--- src/rtl/ct_ifu_lbuf_read_ctrl.sv ---
// Loop-buffer read controller: walks halfword entries, assembles 16/32-bit instructions into a
// one-deep output stage. Define LBUF_LOOP_CNT_EN to enable the saturating loop-iteration counter.
module ct_ifu_lbuf_read_ctrl #(
    parameter int ENTRY_NUM = 16,
    parameter int PTR_W     = 4
) (
    input  logic                    lbuf_vld_update_clk,
    input  logic                    cpurst_b,
    input  logic                    lbuf_flush,
    input  logic                    fill_state_enter,
    input  logic                    lbuf_active_start,
    input  logic [PTR_W-1:0]        lbuf_loop_start_ptr,
    input  logic [ENTRY_NUM-1:0]    entry_vld,
    input  logic [16*ENTRY_NUM-1:0] entry_inst_data,
    input  logic [ENTRY_NUM-1:0]    entry_32_start,
    input  logic [ENTRY_NUM-1:0]    entry_back_br,
    input  logic [ENTRY_NUM-1:0]    entry_fence,
    input  logic                    ib_lbuf_ready,
    output logic                    lbuf_inst_vld,
    output logic [31:0]             lbuf_inst_data,
    output logic                    lbuf_inst_32,
    output logic                    lbuf_inst_back_br,
    output logic [PTR_W-1:0]        lbuf_rd_ptr,
    output logic                    lbuf_rd_exit,
    output logic [7:0]              lbuf_loop_cnt
);

    typedef enum logic [1:0] {
        ST_IDLE = 2'd0,
        ST_READ = 2'd1,
        ST_EXIT = 2'd2
    } state_e;

    state_e           state_q, state_d;
    logic [PTR_W-1:0] rd_ptr_q, rd_ptr_d;
    logic             vld_q, vld_d;
    logic [31:0]      data_q, data_d;
    logic             is32_q, is32_d;
    logic             bbr_q, bbr_d;
    logic             exit_q, exit_d;

    logic             kill;
    logic             free;
    logic             fetch;
    logic [PTR_W-1:0] ptr_p1;
    logic [PTR_W-1:0] ptr_p2;
    logic [15:0]      lo_half;
    logic [15:0]      hi_half;
    logic             cur_32;
    logic             cur_bbr;
    logic             cur_fence;

    assign kill      = lbuf_flush | fill_state_enter;
    assign free      = !vld_q || ib_lbuf_ready;
    assign ptr_p1    = rd_ptr_q + PTR_W'(1);
    assign ptr_p2    = rd_ptr_q + PTR_W'(2);
    assign lo_half   = entry_inst_data[{rd_ptr_q, 4'b0000} +: 16];
    assign hi_half   = entry_inst_data[{ptr_p1, 4'b0000} +: 16];
    // Instruction attributes come only from the start halfword.
    assign cur_32    = entry_32_start[rd_ptr_q];
    assign cur_bbr   = entry_back_br[rd_ptr_q];
    assign cur_fence = entry_fence[rd_ptr_q];
    assign fetch     = (state_q == ST_READ) && free && entry_vld[rd_ptr_q]
                       && (!cur_32 || entry_vld[ptr_p1]);

    always_comb begin
        // NOTE: every variable gets a default first so no path leaves it unassigned (no latches).
        state_d  = state_q;
        rd_ptr_d = rd_ptr_q;
        vld_d    = vld_q && !ib_lbuf_ready;
        data_d   = data_q;
        is32_d   = is32_q;
        bbr_d    = bbr_q;
        exit_d   = 1'b0;
        unique case (state_q)
            ST_IDLE: begin
                if (lbuf_active_start) begin
                    state_d  = ST_READ;
                    rd_ptr_d = lbuf_loop_start_ptr;
                end
            end
            ST_READ: begin
                if (fetch) begin
                    vld_d    = 1'b1;
                    data_d   = cur_32 ? {hi_half, lo_half} : {16'h0000, lo_half};
                    is32_d   = cur_32;
                    bbr_d    = cur_bbr;
                    rd_ptr_d = cur_bbr ? lbuf_loop_start_ptr : (cur_32 ? ptr_p2 : ptr_p1);
                    if (cur_fence) state_d = ST_EXIT;
                end
            end
            ST_EXIT: begin
                if (free) begin
                    exit_d  = 1'b1;
                    state_d = ST_IDLE;
                end
            end
            default: state_d = ST_IDLE;
        endcase
        if (kill) begin
            state_d  = ST_IDLE;
            rd_ptr_d = '0;
            vld_d    = 1'b0;
            exit_d   = 1'b0;
        end
    end

    always_ff @(posedge lbuf_vld_update_clk or negedge cpurst_b) begin
        if (!cpurst_b) begin
            state_q  <= ST_IDLE;
            rd_ptr_q <= '0;
            vld_q    <= 1'b0;
            data_q   <= '0;
            is32_q   <= 1'b0;
            bbr_q    <= 1'b0;
            exit_q   <= 1'b0;
        end else begin
            // NOTE: non-blocking assignments so all state updates see pre-edge values.
            state_q  <= state_d;
            rd_ptr_q <= rd_ptr_d;
            vld_q    <= vld_d;
            data_q   <= data_d;
            is32_q   <= is32_d;
            bbr_q    <= bbr_d;
            exit_q   <= exit_d;
        end
    end

`ifdef LBUF_LOOP_CNT_EN
    logic [7:0] loop_cnt_q, loop_cnt_d;

    always_comb begin
        loop_cnt_d = loop_cnt_q;
        if (kill || (state_q == ST_IDLE && lbuf_active_start)) begin
            loop_cnt_d = '0;
        end else if (fetch && cur_bbr && (loop_cnt_q != 8'hff)) begin
            loop_cnt_d = loop_cnt_q + 8'd1;
        end
    end

    always_ff @(posedge lbuf_vld_update_clk or negedge cpurst_b) begin
        if (!cpurst_b) loop_cnt_q <= '0;
        else           loop_cnt_q <= loop_cnt_d;
    end

    assign lbuf_loop_cnt = loop_cnt_q;
`else
    assign lbuf_loop_cnt = 8'd0;
`endif

    assign lbuf_inst_vld     = vld_q;
    assign lbuf_inst_data    = data_q;
    assign lbuf_inst_32      = is32_q;
    assign lbuf_inst_back_br = bbr_q;
    assign lbuf_rd_ptr       = rd_ptr_q;
    assign lbuf_rd_exit      = exit_q;

endmodule

--- config.mk ---
export PLATFORM = sky130hd
export DESIGN_NAME = ct_ifu_lbuf_read_ctrl
export DESIGN_NICKNAME = d
export VERILOG_FILES = /design/src/rtl/ct_ifu_lbuf_read_ctrl.sv
export SDC_FILE = /design/constraint.sdc
export NUM_CORES = 1
export LEC_CHECK = 0
export ABC_AREA = 0
export BUFFER_PORTS_ARGS = -buffer_cell sky130_fd_sc_hd__clkbuf_2
export CORE_AREA = 3 3 147 149
export CTS_BUF_LIST = sky130_fd_sc_hd__clkbuf_16
export DETAILED_ROUTE_END_ITERATION = 10
export DIE_AREA = 0 0 150 152
export PLACE_DENSITY = 0.72
export SLEW_MARGIN = 20
export SYNTH_ARGS = -nofsm -noshare
export SYNTH_HDL_FRONTEND = slang
export SYNTH_SLANG_ARGS = --single-unit
--- constraint.sdc ---
create_clock -name lbuf_vld_update_clk -period 3.3 [get_ports lbuf_vld_update_clk]
set_clock_uncertainty 0.1 [all_clocks]
set_input_delay 0.33 -clock lbuf_vld_update_clk [delete_from_list [all_inputs] [get_ports lbuf_vld_update_clk]]
set_output_delay 0.33 -clock lbuf_vld_update_clk [all_outputs]
set_load 0.02 [all_outputs]
[Word level (Yosys, flattened, before mapping)]
Cells that the tools add are included.
Storage, ports and cells
  register bits after elaboration: 42
  bits of input ports: 330
  output and inout bits: 48
  word-level logic and storage cells: 63
Cells by class
  add/sub/neg operators: 2
  $lt $le $gt $ge: 2
  equal/unequal tests: 6
  shift operators: 2
  multiplexer cells: 29
  bitwise logic cells: 1
  reductions and logical operators: 14
Operators with widths (count)
  $shiftx 256x9->16: 2
  $mux 32: 1
  $bmux 1 s4: 5
  $mux 4: 5
  $ne 3x3->1 const B: 4
  $mux 1: 11
  $lt 4x5->1 const B: 2
  $mux 2: 5
  $pmux 4 s2: 1
  $pmux 2 s3: 1
  $add 4x1->4 const B: 1
  $add 4x2->4 const B: 1
  $logic_and 1x1->1: 4
  $reduce_and 4->1: 1
  $logic_not 1->1: 3
  $reduce_and 3->1: 1
  $reduce_bool 3->1: 1
  $eq 2x1->1 const B: 1
  $eq 2x2->1 const B: 1
  $logic_not 2->1: 1
  $logic_or 1x1->1: 2
  $reduce_and 2->1: 1
  $or 1x1->1: 1

[Logic depth before layout (Yosys ltp)]
Gate-level depths: netlist of the first run.
  depth in word-level cells: 8
  depth in mapped cells: 11
  gate-level depth less buffers: 7

[Least setup slack after synthesis of the first run]
OpenSTA, ideal clock, no wires.
  kind: register -> register
  start point: register rd_ptr_q[1] (netlist: lbuf_rd_ptr[1])
  end point: register data_q[0] (netlist: lbuf_inst_data[0])
  setup time: 0.125 ns
  arrival time: 2.666 ns
  data required time: 3.075 ns
  slack: 0.409 ns
  stages on the path, launching flop included: 9
  path buffers: 3
  clock period less this slack: 2.891 ns
  cell sequence: dfrtp_1 -> ha_1 -> buf_2 -> mux4_2 -> mux4_2 -> o21ai_2 -> buf_6 -> buf_8 -> mux2_4
Between the ends
  cells in the longest elaborated chain, start to end: 6
  elaborated cells on any way between the ends: 14
  those cells by class: 1 x add/sub; 1 x shift; 7 x mux; 5 x reduce/logical
RTL lines
  start: declaration: RTL line 35  | logic [PTR_W-1:0] rd_ptr_q, rd_ptr_d;
  start signal: assignment: RTL line 120  | rd_ptr_q <= rd_ptr_d;
  $add 4x1->4 or $bmux 1 s4 (tied branches): RTL line 55, 60
  $bmux 1 s4 or $mux 1 (tied branches): RTL line 64, 60
  $mux 1 (not written as such) or $logic_not 1->1 (tied branches): RTL line 64  | && (!cur_32 || entry_vld[ptr_p1]);
  $logic_or 1x1->1: RTL line 64
  $logic_and 1x1->1: RTL line 64
  $reduce_and 2->1 (no source line)
  end signal: assignment: RTL line 122  | data_q <= data_d;
  end: declaration: RTL line 37  | logic [31:0] data_q, data_d;
Several ways; a longest one is shown, not always the timed one. The select of a mux whose other input is x is not followed.
A chain may end at the register's enable or synchronous reset.

[Final worst setup path of the first run]
  start point: register rd_ptr_q[0] (netlist: lbuf_rd_ptr[0])
  end point: register data_q[19] (netlist: lbuf_inst_data[19])
Between the ends
  cells in the longest elaborated chain, start to end: 6
  elaborated cells on any way between the ends: 14
  those cells by class: 1 x add/sub; 1 x shift; 7 x mux; 5 x reduce/logical
RTL lines
  parallel branches: the longest is 6 deep, another holds $add 4x1->4
Several ways; the timed one is not identified. The select of a mux whose other input is x is not followed.

==> flow_summary.yaml, run 1 <==
setup_path:
  worst_ep_arrival_time_ns: 3.18
  register_to_register_path_setup_slack_ns: 0.25
  worst_path_largest_cell_delay_ns: 0.56
  worst_path_cell_trace: "buf_4 > mux4_2 > mux2i_1 > mux2_2 > o21ai_4 > buf_12 > a2111oi_0 > a21o_1"
  worst_setup_end_kind: "flip-flop"
  timing.critical_path.max_delay_family: "multiplexers"
  r2r-end: "lbuf_inst_data[19]"
  critical_path.reg2reg.startpoint: "lbuf_rd_ptr[0]"
  critical_path.max_fanout: 57
  worstSetupPathType: "flip-flop to flip-flop"
  reg2regPathDepth: 8
  cp_data_required_time_ns: 3.43
  worst_path_max_delay_cell: "sky130_fd_sc_hd__mux4_2"
  timing.critical_path.from_type: "flip-flop"
  worstPathBufferInverterCount: 2
floorplanning:
  pin_count: 378
  dieHeight_um: 152
  std_cell_rows: 52
  chipWidth_um: 150
  core_area_um2: 20300
  die-area_um2: 22800
  initial_utilization: 0.325
synth:
  ys_seq_area_frac: 0.159
  synth.cell_area_um2: 6590
  synth-main-ff-cell: "sky130_fd_sc_hd__dfrtp_1"
  synth-warning-count: 0
  async_reset_ff_frac: 1.00
  post_synth_main_area_contributors: "sky130_fd_sc_hd__mux4_2, sky130_fd_sc_hd__dfrtp_1, sky130_fd_sc_hd__mux2i_1, sky130_fd_sc_hd__buf_4, sky130_fd_sc_hd__a2111oi_0"
  total_of_flip_flops_plus_latches_after_synthesis: 42
  number_of_library_cell_types_mapped_by_synthesis: 43
  synth_most_common_cell: "sky130_fd_sc_hd__mux4_2"
  synth_largest_area_cell: "sky130_fd_sc_hd__mux4_2"
  yosys-top-cells-count: "sky130_fd_sc_hd__mux4_2, sky130_fd_sc_hd__dfrtp_1, sky130_fd_sc_hd__mux2i_1"
  syn_inst: 443
  synth_edf_count: 0
  syn_avg_cell_area_um2: 14.9
  synth_top_area_frac: 0.567
timing:
  slew_headroom: 0.518
  maxClockFrequency_mhz: 328
  report.final.slew_viol_count: 0
  unrepaired_setup_endpoints_after_global_routing: "false"
  tightestPinTransition_ns: 0.723
  setup-violations-final: 0
  final_hold_viol_count: 0
  min_period_ns: 3.05
  fin_setup_tns_ns: 0
  post-route-period-util: 0.924
route:
  avgRoutedWirePerCell_um: 22.1
  post-route-drc-count: 0
  vias: 6118
  routed_wl_um: 23200
  pre_repair_dr_iteration_count: 5
  viasPerCell: 5.83
  initialDrtViolationCount: 348
  number_of_antenna_violating_nets_in_the_routed_design: 0
cts:
  holdBufCountCts: 1
  cts_resized: 0
  postCtsSetupRepairBufs: 0
  cts_buffer_depth: 2
  cts_tree: "done"
  cts.reportedPaths.clkPinSlew_ns: 0.07
  cts_htree_levels: 2
  inserted_clock_buffers: 5
  cts_root_buffer: "sky130_fd_sc_hd__clkbuf_16"
  clk-insertion-delay-late_ns: 0.29
  cts.sink_count: 42
power_and_ir_drop:
  static_leakage_nw: 3.72
  irDropWorstVdd_mv: 0.238
  power_density_nw_per_um2: 337
place:
  post_dp_cell_area_um2: 8590
  hpwlAfterDp_um: 19000
  placement.io_buffers: 369
  place_congestion: 0.894
worst_hold_path:
  whs_endpoint: "state_q[0]"
  min_path_cells: 3
  holdCritStartpoint: "lbuf_active_start"
  worst_hold_path_type: "input port to flip-flop"
global_routing:
  grt_pass1_wl_um: 35200
  global_route.overflow_total: 0
  grtUsageTotal: 0.198
  via_count_of_the_first_global_routing_pass: 6381
  antenna_violations_before_repair: 1
  grt_start_max_net_pins: 63
final_layout:
  layout.cell_area.non_filler_um2: 8770
  area_growth_pct: 33.1
  drive_gt1_frac: 0.760
  nets: 1109
  final.fill_count: 1890
job:
  max_cap_viol_count: 0
run_status:
  run_status: "completed"
cell families (layout without fill, tap and decap cells):
group | count (synthesis) | in the layout | synth area share
adder cells (fa/ha/maj) | 2 | 2 | 0.00380
other | 1 | 9 | 0.000569
buffers and inverters | 70 | 398 | 0.0670
AND/OR/NAND/NOR | 49 | 49 | 0.0425
flip-flops | 42 | 42 | 0.159
XOR/XNOR | 2 | 2 | 0.00380
AO/OA/AOI/OAI | 66 | 66 | 0.0782
multiplexers | 211 | 211 | 0.645
area by class of cell:
type	instances	area (um^2)	area share
multi-input cells	338	5170	0.590
repair buffers	385	2010	0.229
flip-flops and latches	42	1060	0.121
well taps	270	338	0.0385
clock buffers	5	125	0.0143
clock inverters	3	43.8	0.00499
inverters	5	18.8	0.00214
diodes	1	2.50	0.000285
registers in the layout, indices dropped and copies added (netlist names):
name,cells
lbuf_inst_32,1
lbuf_inst_back_br,1
lbuf_inst_data,32
lbuf_inst_vld,1
lbuf_rd_exit,1
lbuf_rd_ptr,4
state_q,2
through the flow:
| stage | setup slack (ns) | hold WS, ns | total power (W) | instances | utilization |
|---|---|---|---|---|---|
| after global placement | 0.333 | 0.299 | 0.00234 | 1039 | 0.423 |
| after detailed placement | 0.260 | 0.297 | 0.00237 | 1039 | 0.423 |
| after global routing | 0.0184 | 0.228 | 0.00313 | 1049 | 0.432 |
| final | 0.250 | 0.251 | 0.00295 | 1049 | 0.432 |
| after floorplan | 0.409 | -0.0656 | 0.00177 | 450 | - |
| after CTS | 0.248 | 0.218 | 0.00298 | 1048 | 0.432 |
worst max path at each step:
| stage | to | from | slack [ns] | depth (start not counted) |
|---|---|---|---|---|
| 2_1_floorplan | lbuf_inst_data[0] | lbuf_rd_ptr[1] | 0.41 | 8 |
| 6_report | lbuf_inst_data[19] | lbuf_rd_ptr[0] | 0.25 | 8 |
| 3_3_place_gp | lbuf_inst_data[14] | lbuf_rd_ptr[0] | 0.33 | 5 |
| 4_1_cts | lbuf_inst_data[31] | lbuf_rd_ptr[0] | 0.25 | 8 |
| 3_5_place_dp | lbuf_inst_data[14] | lbuf_rd_ptr[0] | 0.26 | 5 |
| 5_1_grt | lbuf_inst_data[30] | lbuf_rd_ptr[0] | 0.02 | 8 |
tightest hold or removal path, cell delays in order:
cell,delay [ns]
sky130_fd_sc_hd__clkbuf_2,0.10
sky130_fd_sc_hd__nor2_1,0.12
sky130_fd_sc_hd__nor4_2,0.05
cells in the final DEF (no fill, tap or decap), drive strengths merged, types with 15 or more instances in the layout:
cell type	synthesis	layout
a2111oi	17	17
a211oi	17	17
a21o	16	16
buf	52	15
clkbuf	13	374
dfrtp	42	42
mux2	21	21
mux2i	24	24
mux4	166	166
nor2b	21	21
where the power goes:
part           switching, W  total [W]  leakage (nW)  internal (W)
Clock              0.000236   0.000596        0.0842      0.000359
Sequential         0.000115   0.000803         0.530      0.000688
Combinational      0.000761    0.00156          3.11      0.000795
Total               0.00111    0.00295          3.72       0.00184
metal layers:
| metal | share of wire | track usage | up-vias |
|---|---|---|---|
| li1 | - | - | 2620 |
| met1 | 0.36 | 0.239 | 3091 |
| met2 | 0.52 | 0.350 | 370 |
| met3 | 0.094 | 0.0456 | 37 |
| met4 | 0.023 | 0.0584 | 0 |
| met5 | 0 | 0 | - |
Power figures use the tool's default switching activity.
==> run 2, diff against run 1 <==
==> constraint.sdc (replaced) <==
create_clock -name lbuf_vld_update_clk -period 3.3 [get_ports lbuf_vld_update_clk]
set_clock_uncertainty 0.1 [all_clocks]
set_input_delay 0 -clock lbuf_vld_update_clk [delete_from_list [all_inputs] [get_ports lbuf_vld_update_clk]]
set_output_delay 0 -clock lbuf_vld_update_clk [all_outputs]
set_load 0.02 [all_outputs]
==> run 2 against run 1 <==
Combinational power is essentially flat. Sequential power is essentially flat. Critical path type unchanged. First-iteration DRC count grew 46%.
==> flow_summary.yaml, run 2 (same netlist as run 1, synthesis figures left out) <==
route:
  vias: 6245
  post-route-drc-count: 0
  routed_wl_um: 23700
  number_of_antenna_violating_nets_in_the_routed_design: 0
  initialDrtViolationCount: 509
  pre_repair_dr_iteration_count: 5
  viasPerCell: 5.91
  avgRoutedWirePerCell_um: 22.4
cts:
  cts_htree_levels: 2
  cts_tree: "done"
  inserted_clock_buffers: 5
  clk-insertion-delay-late_ns: 0.30
  cts.reportedPaths.clkPinSlew_ns: 0.06
  cts_root_buffer: "sky130_fd_sc_hd__clkbuf_16"
  cts.sink_count: 42
  postCtsSetupRepairBufs: 0
  cts_buffer_depth: 2
timing:
  maxClockFrequency_mhz: 339
  fin_setup_tns_ns: 0
  final_hold_viol_count: 0
  slew_headroom: 0.527
  tightestPinTransition_ns: 0.709
  setup-violations-final: 0
  post-route-period-util: 0.894
  report.final.slew_viol_count: 0
  unrepaired_setup_endpoints_after_global_routing: "false"
  timing.hold.ws_ns: 0.0269
  min_period_ns: 2.95
global_routing:
  grt_pass1_wl_um: 36500
  grt_start_max_net_pins: 82
  antenna_violations_before_repair: 0
  grtUsageTotal: 0.204
  global_route.overflow_total: 0
  via_count_of_the_first_global_routing_pass: 6564
final_layout:
  nets: 1117
  drive_gt1_frac: 0.751
  area_growth_pct: 34.5
  number_of_flip_flops_under_the_largest_register_name: 32
  antenna_cells: 0
  layout.cell_area.non_filler_um2: 8870
  final_util: 0.437
  layout_common_cells: "sky130_fd_sc_hd__clkbuf_2, sky130_fd_sc_hd__mux4_2, sky130_fd_sc_hd__dfrtp_1, sky130_fd_sc_hd__mux2i_1, sky130_fd_sc_hd__nor2b_1"
  layout_commonest_cell: "sky130_fd_sc_hd__clkbuf_2"
power_and_ir_drop:
  power_density_nw_per_um2: 333
  static_leakage_nw: 3.76
  report.power.total_w: 0.00295
  irDropWorstVdd_mv: 0.189
floorplanning:
  initial_utilization: 0.325
  chipWidth_um: 150
  core_area_um2: 20300
  pin_count: 378
  dieHeight_um: 152
  die-area_um2: 22800
  std_cell_rows: 52
setup_path:
  critical_path.reg2reg.startpoint: "lbuf_rd_ptr[0]"
  worst_setup_end_kind: "flip-flop"
  reg2regPathDepth: 7
  worstSetupPathType: "flip-flop to flip-flop"
  r2r-end: "lbuf_rd_ptr[0]"
  register_to_register_path_setup_slack_ns: 0.35
  timing.critical_path.from_type: "flip-flop"
  cp_data_required_time_ns: 3.37
  worst_ep_arrival_time_ns: 3.02
  critical_path.max_fanout: 57
place:
  placement.io_buffers: 369
  post_dp_cell_area_um2: 8600
  hpwlAfterDp_um: 18800
  place_congestion: 0.890
worst_hold_path:
  worst_hold_path_type: "input port to flip-flop"
  holdCritStartpoint: "lbuf_loop_start_ptr[0]"
  min_path_cells: 4
  whs_endpoint: "lbuf_rd_ptr[0]"
job:
  max_cap_viol_count: 0
run_status:
  run_status: "completed"
-- run 2: cell types whose count changed in the layout (fill, tap and decap cells not counted), sizes merged --
cell,delta
dlygate4sd3,+8
diode,-1
clkinv,-1
clkinvlp,+1
-- run 2: cell type report --
cell class	count	area [um^2]
Multi-Input combinational cell	338	5180
Fill cell	1878	11400
Clock buffer	5	125
Timing Repair Buffer	393	2100
Inverter	5	18.8
Sequential cell	42	1060
Tap cell	270	338
Clock inverter	3	41.3
-- run 2: worst max-delay path by stage --
stage              startpoint  slack, ns  cells past startpoint                 end
2_1_floorplan  lbuf_rd_ptr[1]       0.41                      8   lbuf_inst_data[0]
3_3_place_gp   lbuf_rd_ptr[0]       0.41                      6   lbuf_inst_data[4]
3_5_place_dp   lbuf_rd_ptr[1]       0.33                      8  lbuf_inst_data[30]
4_1_cts        lbuf_rd_ptr[1]       0.32                      8  lbuf_inst_data[30]
5_1_grt        lbuf_rd_ptr[0]       0.13                      8  lbuf_inst_data[30]
6_report       lbuf_rd_ptr[0]       0.35                      7      lbuf_rd_ptr[0]
-- run 2: critical path: stages, from the launching register on --
cell                      delay [ns]
sky130_fd_sc_hd__dfrtp_4        0.51
sky130_fd_sc_hd__ha_4           0.34
sky130_fd_sc_hd__mux4_2         0.51
sky130_fd_sc_hd__mux4_2         0.53
sky130_fd_sc_hd__o21ai_4        0.16
sky130_fd_sc_hd__buf_12         0.29
sky130_fd_sc_hd__a21oi_2        0.14
sky130_fd_sc_hd__a32o_1         0.25
-- run 2: timing repair --
action                                  CTS  global route
hold endpoints to repair                 49             0
endpoints found under the setup margin    0             1
resized for setup                         0             2
hold buffers                              9             0
-- run 2: metal layers --
layer	share of wire	wire length [um]	up-vias	global-route usage
li1	-	-	2633	-
met1	0.37	8760	3175	0.256
met2	0.51	12000	389	0.351
met3	0.091	2160	48	0.0372
met4	0.031	738	0	0.0706
met5	0	0	-	0
-- run 2: where the power goes --
part | leakage (nW) | switching [W] | internal (W)
sequential | 0.530 | 0.000114 | 0.000688
combinational | 3.15 | 0.000765 | 0.000803
clock | 0.0812 | 0.000226 | 0.000355
-- run 2: per-stage QoR --
step | worst slack (ns) | std cells
after floorplan | 0.409 | 450
after global placement | 0.414 | 1039
after detailed placement | 0.331 | 1039
after CTS | 0.317 | 1056
after global routing | 0.128 | 1056
final | 0.350 | 1056
